**config.mk**
```make
export PLATFORM = sky130hd
export DESIGN_NAME = heartbeat_sched
export DESIGN_NICKNAME = d
export VERILOG_FILES = /design/src/rtl/heartbeat_sched.sv
export SDC_FILE = /design/constraint.sdc
export NUM_CORES = 1
export LEC_CHECK = 0
export BUFFER_PORTS_ARGS = -buffer_cell sky130_fd_sc_hd__buf_4
export CAP_MARGIN = 20
export CORE_ASPECT_RATIO = 1.1
export CORE_MARGIN = 8
export CORE_UTILIZATION = 49
export CTS_CLUSTER_SIZE = 12
export DETAILED_ROUTE_END_ITERATION = 12
export GPL_TIMING_DRIVEN = 1
export PLACE_DENSITY = 0.82
export SKIP_CTS_REPAIR_TIMING = 1
export SYNTH_ARGS = -nofsm -noshare
export SYNTH_HDL_FRONTEND = slang
export SYNTH_SLANG_ARGS = --single-unit
```
**constraint.sdc**
```tcl
create_clock -name clk -period 2 [get_ports clk]
set_input_delay 0.4 -clock clk [delete_from_list [all_inputs] [get_ports clk]]
set_output_delay 0.4 -clock clk [all_outputs]
set_load 0.02 [all_outputs]
```
**src/rtl/heartbeat_sched.sv**
```systemverilog
// Round-robin scheduler that serialises one requester payload per frame onto a Manchester-coded line.
// Build option: define HEARTBEAT_SCHED_PARITY_EN to append an even-parity bit over id and payload.
module heartbeat_sched #(
  parameter int unsigned NREQ  = 4,
  parameter int unsigned WIDTH = 8,
  parameter int unsigned GAP   = 4
) (
  input  logic                    clk,
  input  logic                    rst_n,
  input  logic [NREQ-1:0]         req,
  input  logic [NREQ*WIDTH-1:0]   data,
  output logic [NREQ-1:0]         grant,
  output logic                    busy,
  output logic                    frame_done,
  output logic                    signal
);

  localparam int unsigned IDW = (NREQ > 2) ? $clog2(NREQ) : 1;
`ifdef HEARTBEAT_SCHED_PARITY_EN
  localparam int unsigned PB = 1;
`else
  localparam int unsigned PB = 0;
`endif
  localparam int unsigned FL   = 1 + IDW + WIDTH + PB;
  localparam int unsigned LAST = 2 * FL - 1;
  localparam int unsigned CW   = 8;

  typedef enum logic [1:0] {S_IDLE, S_ARB, S_SEND, S_GAP} state_t;

  state_t           state_q, state_d;
  logic [IDW-1:0]   ptr_q, ptr_d;
  logic [IDW-1:0]   sel_q, sel_d;
  logic [FL-1:0]    sh_q, sh_d;
  logic [CW-1:0]    cnt_q, cnt_d;
  logic [NREQ-1:0]  grant_d;
  logic             busy_d, frame_done_d, signal_d;

  logic             pick_valid;
  logic [IDW-1:0]   pick_idx;
  logic [IDW-1:0]   cand;
  logic [WIDTH-1:0] payload;
  logic [FL-1:0]    frame;

  // State and datapath registers
  always_ff @(posedge clk or negedge rst_n) begin
    if (!rst_n) begin
      state_q    <= S_IDLE;
      ptr_q      <= '0;
      sel_q      <= '0;
      sh_q       <= '0;
      cnt_q      <= '0;
      grant      <= '0;
      busy       <= 1'b0;
      frame_done <= 1'b0;
      signal     <= 1'b0;
    end else begin
      state_q    <= state_d;
      ptr_q      <= ptr_d;
      sel_q      <= sel_d;
      sh_q       <= sh_d;
      cnt_q      <= cnt_d;
      grant      <= grant_d;
      busy       <= busy_d;
      frame_done <= frame_done_d;
      signal     <= signal_d;
    end
  end

  // Round-robin search: first request at or above ptr, wrapping
  always_comb begin
    pick_valid = 1'b0;
    pick_idx   = '0;
    cand       = '0;
    for (int unsigned i = 0; i < NREQ; i++) begin
      cand = IDW'((32'(ptr_q) + i) % NREQ);
      if (!pick_valid && req[cand]) begin
        pick_valid = 1'b1;
        pick_idx   = cand;
      end
    end
  end

  always_comb begin
    payload = '0;
    for (int unsigned i = 0; i < NREQ; i++) begin
      if (sel_q == IDW'(i)) payload = data[i*WIDTH +: WIDTH];
    end
  end

`ifdef HEARTBEAT_SCHED_PARITY_EN
  assign frame = {1'b1, sel_q, payload, ^{sel_q, payload}};
`else
  assign frame = {1'b1, sel_q, payload};
`endif

  // Next-state logic
  always_comb begin
    state_d = state_q;
    unique case (state_q)
      S_IDLE: if (|req) state_d = S_ARB;
      S_ARB:  state_d = (|grant) ? S_SEND : S_IDLE;
      S_SEND: if (cnt_q == CW'(LAST)) state_d = (GAP == 0) ? S_IDLE : S_GAP;
      S_GAP:  if (cnt_q == CW'(GAP - 1)) state_d = S_IDLE;
      default: state_d = S_IDLE;
    endcase
  end

  // Next values of outputs and datapath; grant is resolved on the edge into ARB so it is a clean flop
  always_comb begin
    grant_d      = '0;
    frame_done_d = 1'b0;
    signal_d     = 1'b0;
    busy_d       = (state_d != S_IDLE);
    sel_d        = sel_q;
    ptr_d        = ptr_q;
    sh_d         = sh_q;
    cnt_d        = cnt_q;
    unique case (state_q)
      S_IDLE: begin
        if (pick_valid) begin
          grant_d[pick_idx] = 1'b1;
          sel_d             = pick_idx;
        end
      end
      S_ARB: begin
        if (|grant) begin
          sh_d     = frame;
          cnt_d    = '0;
          signal_d = 1'b1;
          ptr_d    = (sel_q == IDW'(NREQ - 1)) ? '0 : sel_q + 1'b1;
        end
      end
      S_SEND: begin
        frame_done_d = (cnt_q == CW'(LAST - 1));
        cnt_d        = cnt_q + 1'b1;
        if (cnt_q == CW'(LAST)) begin
          cnt_d = '0;
          sh_d  = '0;
        end else if (!cnt_q[0]) begin
          signal_d = ~sh_q[FL-1];
        end else begin
          signal_d = sh_q[FL-2];
          sh_d     = sh_q << 1;
        end
      end
      S_GAP: begin
        if (cnt_q == CW'(GAP - 1)) cnt_d = '0;
        else                       cnt_d = cnt_q + 1'b1;
      end
      default: begin
        cnt_d = '0;
      end
    endcase
  end

endmodule

```
* Word level (Yosys, flattened, before mapping)
Index checks and enable logic that the tools add are counted.
Word-level totals: output and inout port bits 7, flip-flop bits (word level) 32, word-level logic and storage cells 93
Operators by class: reduce and logical (&&, ||, !) cells 18, eq/ne operators 11, $lt $le $gt $ge 6, muxes and demuxes 43, add/sub/neg operators 5, bitwise operators 1
Operators with widths (number):
- $mux W8 | 7
- $mux W11 | 3
- $pmux W8 S3 | 1
- $pmux W11 S2 | 1
- $mux W2 | 9
- $eq A8 B5 Y1 const B | 2
- $lt A2 B3 Y1 const B | 5
- $mux W1 | 13
- $add A8 B1 Y8 const B | 1
- $bmux W1 S2 | 4
- $eq A2 B2 Y1 const B | 4
- $eq A8 B2 Y1 const B | 1
- $mux W4 | 2
- $pmux W2 S4 | 1
- $reduce_or A4 Y1 | 2
- $reduce_and A2 Y1 | 3
- $add A2 B1 Y2 const B | 2
- $add A2 B2 Y2 const B | 2
- $eq A2 B1 Y1 const B | 2
- $logic_and A1 B1 Y1 | 4
- $logic_not A2 Y1 | 2
- $reduce_bool A2 Y1 | 2
- $logic_not A1 Y1 | 3
- $ne A3 B3 Y1 const B | 1
- other kinds (7) | 7

* Longest topological paths before layout
word-level depth 18, depth in mapped cells 8, gate-level depth less buffers 6

* Worst setup path after synthesis
OpenSTA, ideal clock, no wires.
kind register -> register, start point reg cnt_q[3], end point reg sh_q[10], setup time 0.125 ns, cell stages (with the launch flop) 7, slack -0.052 ns, arrival 1.927 ns, clock period less this slack 2.052 ns, required time 1.875 ns, cell sequence dfrtp_1 > or4_4 > o21a_1 > buf_6 > a21o_1 > buf_6 > mux2_4
On the way: longest elaborated chain between the ends 3
RTL lines:
- start, declared | RTL line 34 | logic [CW-1:0] cnt_q, cnt_d;
- start signal, assigned | RTL line 61 | cnt_q <= cnt_d;
- $eq A8 B5 Y1 (*) | RTL line 136 | if (cnt_q == CW'(LAST)) begin
- $ne A3 B3 Y1 (no line) or $mux W11 (tied branches)
- $reduce_and A3 Y1 (no line) or $pmux W11 S2 (tied branches)
- end signal, assigned | RTL line 50 | sh_q <= '0;
- end signal, assigned | RTL line 60 | sh_q <= sh_d;
- end, declared | RTL line 33 | logic [FL-1:0] sh_q, sh_d;
Mark *: on every way between the ends. The rest lies on a longest branch, timed or not. A chain may end at the register's enable or synchronous reset.

* Final worst setup path
start point reg cnt_q[7], end point reg sh_q[1]
Same word-level chain as after synthesis.

==> impl_metrics.tcl <==
set metrics [dict create \
    start_util 0.509 \
    drive_gt1_frac 0.320 \
    timing.critical_path.fanout_max 8 \
    ys.flop_type "dfrtp_1" \
    synth-warning-count 0 \
    dpl-instance-area_sq_um 2540 \
    yosysTopAreaCell "dfrtp_1" \
    cell_variety_after_synth 41 \
    worst_skew_pair.late_latency_ns 0.28 \
    min_path_type "input port to asynchronous set/reset pin" \
    number_of_max_slew_violations_in_the_final_report 0 \
    grt_overflow 0 \
    final.setup.worst_slack_ns -0.00171 \
    critical_path.max_stage_delay_ns 0.55 \
    dieArea_sq_um 6430 \
    detail_route.drc_violations 0 \
    required_ns 2.16 \
    floorplan.rows 24 \
    timing.critical_path.slowest_stage_cell "or4_4" \
    floorplan.die.height_um 83.3 \
    firstDrtPassIters 4 \
    clock_skew_ns 0.0101 \
    largest_net_degree_at_the_start_of_global_routing 33 \
    die_x_um 77.2 \
    ys_seq_elements 32 \
    grt_setup_unrepaired "true" \
    clock.fmax_ghz 0.500 \
    tritoncts "built" \
    syn_nets 259 \
    endpoint_kind "register" \
    mean_instance_size_in_the_synthesized_netlist_sq_um 9.61 \
    worstPathArrival_ns 2.16 \
    first_global_vias 1790 \
    synth_sequential_area_ratio 0.397 \
    peakVddDrop_uv 813 \
    first_iter_violations 120 \
    setup_violations_final 1 \
    postRouteAntennaNets 0 \
    routed_via_density 5.46 \
    postSynth.asyncResetShare 1.00 \
    synth.top_cells.by_area "dfrtp_1 40%, ha_1 6.8%, a221o_1 6.4%" \
    postSynthCellCount 210 \
    power.density_cell_area_nw_per_um2 1340 \
    worst_slew_pin_slew_ns 0.722 \
    crit_path_cell_chain "or4_4, o21a_4, buf_12, a221o_1, mux2_4" \
    maxCapViolCount 0 \
    timing_worst_setup_path_type "register to register" \
    core_sq_um 3960 \
    post_synth_instance_area_sq_um 2020 \
    clockRootBuffer "clkbuf_8" \
    standby_leakage_power_nw 1.28 \
    antenna_cells_inserted 0 \
    post-synth-top-count-cell "dfrtp_1" \
    place.gp.congestion 0.819 \
    numCtsBuffers 5 \
    run_status "finished with violations" \
    number_of_synthesized_flops_with_an_enable_pin 0 \
    post_drt_wl_per_cell_um 15.0 \
    finalHoldViolCount 0 \
    htree_levels 2 \
    grt_antenna_before_repair 0 \
    design.final.nets 324 \
    fillerInstances 345 \
    grt_pass1_wl_um 8480 \
    top_cell_type_s_share_of_synthesized_area 0.397 \
    top_level_ports 45 \
    routed-via-count 1785 \
    cts.sinks 32 \
    synth_commonest_cells "32 x dfrtp_1, 23 x nand2_1, 17 x inv_1, 13 x a221o_1, 12 x o211ai_1" \
    worst_slew_margin_rel 0.506 \
    cts.path.max_buffers 2 \
    clkSlewWorstSetupHoldPaths_ns 0.07 \
    layout_worst_path_cycle_share 1.00 \
    routed_wirelength_um 4890 \
    violations "setup timing" \
    post-dp-hpwl_um 3820 \
    hold_ws_ns 0.0447 \
    timing.final.crit_period_ns 2.00 \
    area_delta_synth_final_pct 30.7 \
    worst_setup_path_start_kind "register" \
    io_buf_count 44 \
    finalInstanceArea_sq_um 2640 \
    grt_use_total 0.155 \
]
[worst paths after layout]
kind                                       from  cells after the start  slack (ns)                    to
setup / recovery           cnt_q[7]$_DFFE_PN0P_                      5      -0.002   sh_q[1]$_DFFE_PN0P_
hold / removal                            rst_n                      1        0.04        busy$_DFF_PN0_
setup reg to reg           cnt_q[7]$_DFFE_PN0P_                      5      -0.002   sh_q[1]$_DFFE_PN0P_
hold reg to reg            sh_q[10]$_DFFE_PN0P_                      1        0.52  sh_q[10]$_DFFE_PN0P_
max in group asynchronous                 rst_n                      1        1.65   sh_q[5]$_DFFE_PN0P_
min in group clk                       data[31]                      3        0.45   sh_q[7]$_DFFE_PN0P_
[cells by family (layout without fill, tap and decap cells)]
group,after synthesis,in the layout,synth area share
and+or+nand+nor,64,64,0.160
AOI/OAI and AO/OA,63,63,0.231
DFF,32,32,0.397
buffers and inverters,27,92,0.0583
muxes,13,13,0.0862
adders and majority gates,11,11,0.0682
[final cells by class]
class,instances,area (sq um),share of cell area
multi-input cells,151,1110,0.420
flip-flops and latches,32,801,0.304
repair buffers,68,523,0.198
clock buffers,6,72.6,0.0275
well taps,52,65.1,0.0247
inverters,17,63.8,0.0242
clock inverters,1,5.00,0.00190
[report_power, final]
| part | switching (W) | total [W] | internal [W] |
|---|---|---|---|
| Clock | 0.000239 | 0.000475 | 0.000237 |
| Combinational | 0.000963 | 0.00203 | 0.00106 |
| Sequential | 0.000158 | 0.00103 | 0.000868 |
[flip-flops by register name, summed over array words and instances (netlist names)]
signal      count
busy            1
signal          1
sel_q           2
state_q         2
cnt_q           8
frame_done      1
sh_q           11
ptr_q           2
grant           4
[through the flow]
step	cells	TNS (ns)	utilization	setup slack, ns	total power (W)
after floorplan	210	0	-	0.0204	0.00240
after global placement	319	0	0.642	0.00417	0.00297
after detailed placement	319	-0.149	0.642	-0.0519	0.00304
after CTS	326	-0.168	0.662	-0.0637	0.00353
after global routing	327	-0.233	0.665	-0.0624	0.00379
final	327	-0.00171	0.665	-0.00171	0.00353
[placed cells by master, fill, tap and decap left out, types with 2 or more instances in the layout]
master    netlist  routed
buf_4           0      67
dfrtp_1        32      32
nand2_1        23      23
inv_1          17      17
a221o_1        13      13
o211ai_1       12      12
ha_1           11      11
a21oi_1        10      10
o21ai_0        10       9
nor2_1          8       8
mux2_4          8       8
and2_1          7       7
nor2b_1         6       6
clkbuf_8        0       5
nand3_1         4       4
nor3_1          4       4
nand2b_1        3       3
mux2_2          3       3
a22o_1          3       3
or3_1           2       2
mux2i_1         2       2
o22ai_1         2       2
a21o_1          2       2
o31ai_1         2       2
[critical path, delay by kind of cell, from the launching register on]
kind	cells	cell delay, ns
AND/OR/NAND/NOR	1	0.55
flip-flops	1	0.38
buffers and inverters	1	0.13
AO/OA/AOI/OAI	2	0.55
multiplexers	1	0.27
[layer usage]
| layer | global-route usage | routed length [um] | vias up |
|---|---|---|---|
| li1 | - | - | 894 |
| met1 | 0.192 | 2190 | 833 |
| met2 | 0.249 | 2350 | 53 |
| met3 | 0.0560 | 304 | 5 |
| met4 | 0.0361 | 43 | 0 |
| met5 | 0 | 0 | - |
Power figures use the tool's default switching activity.
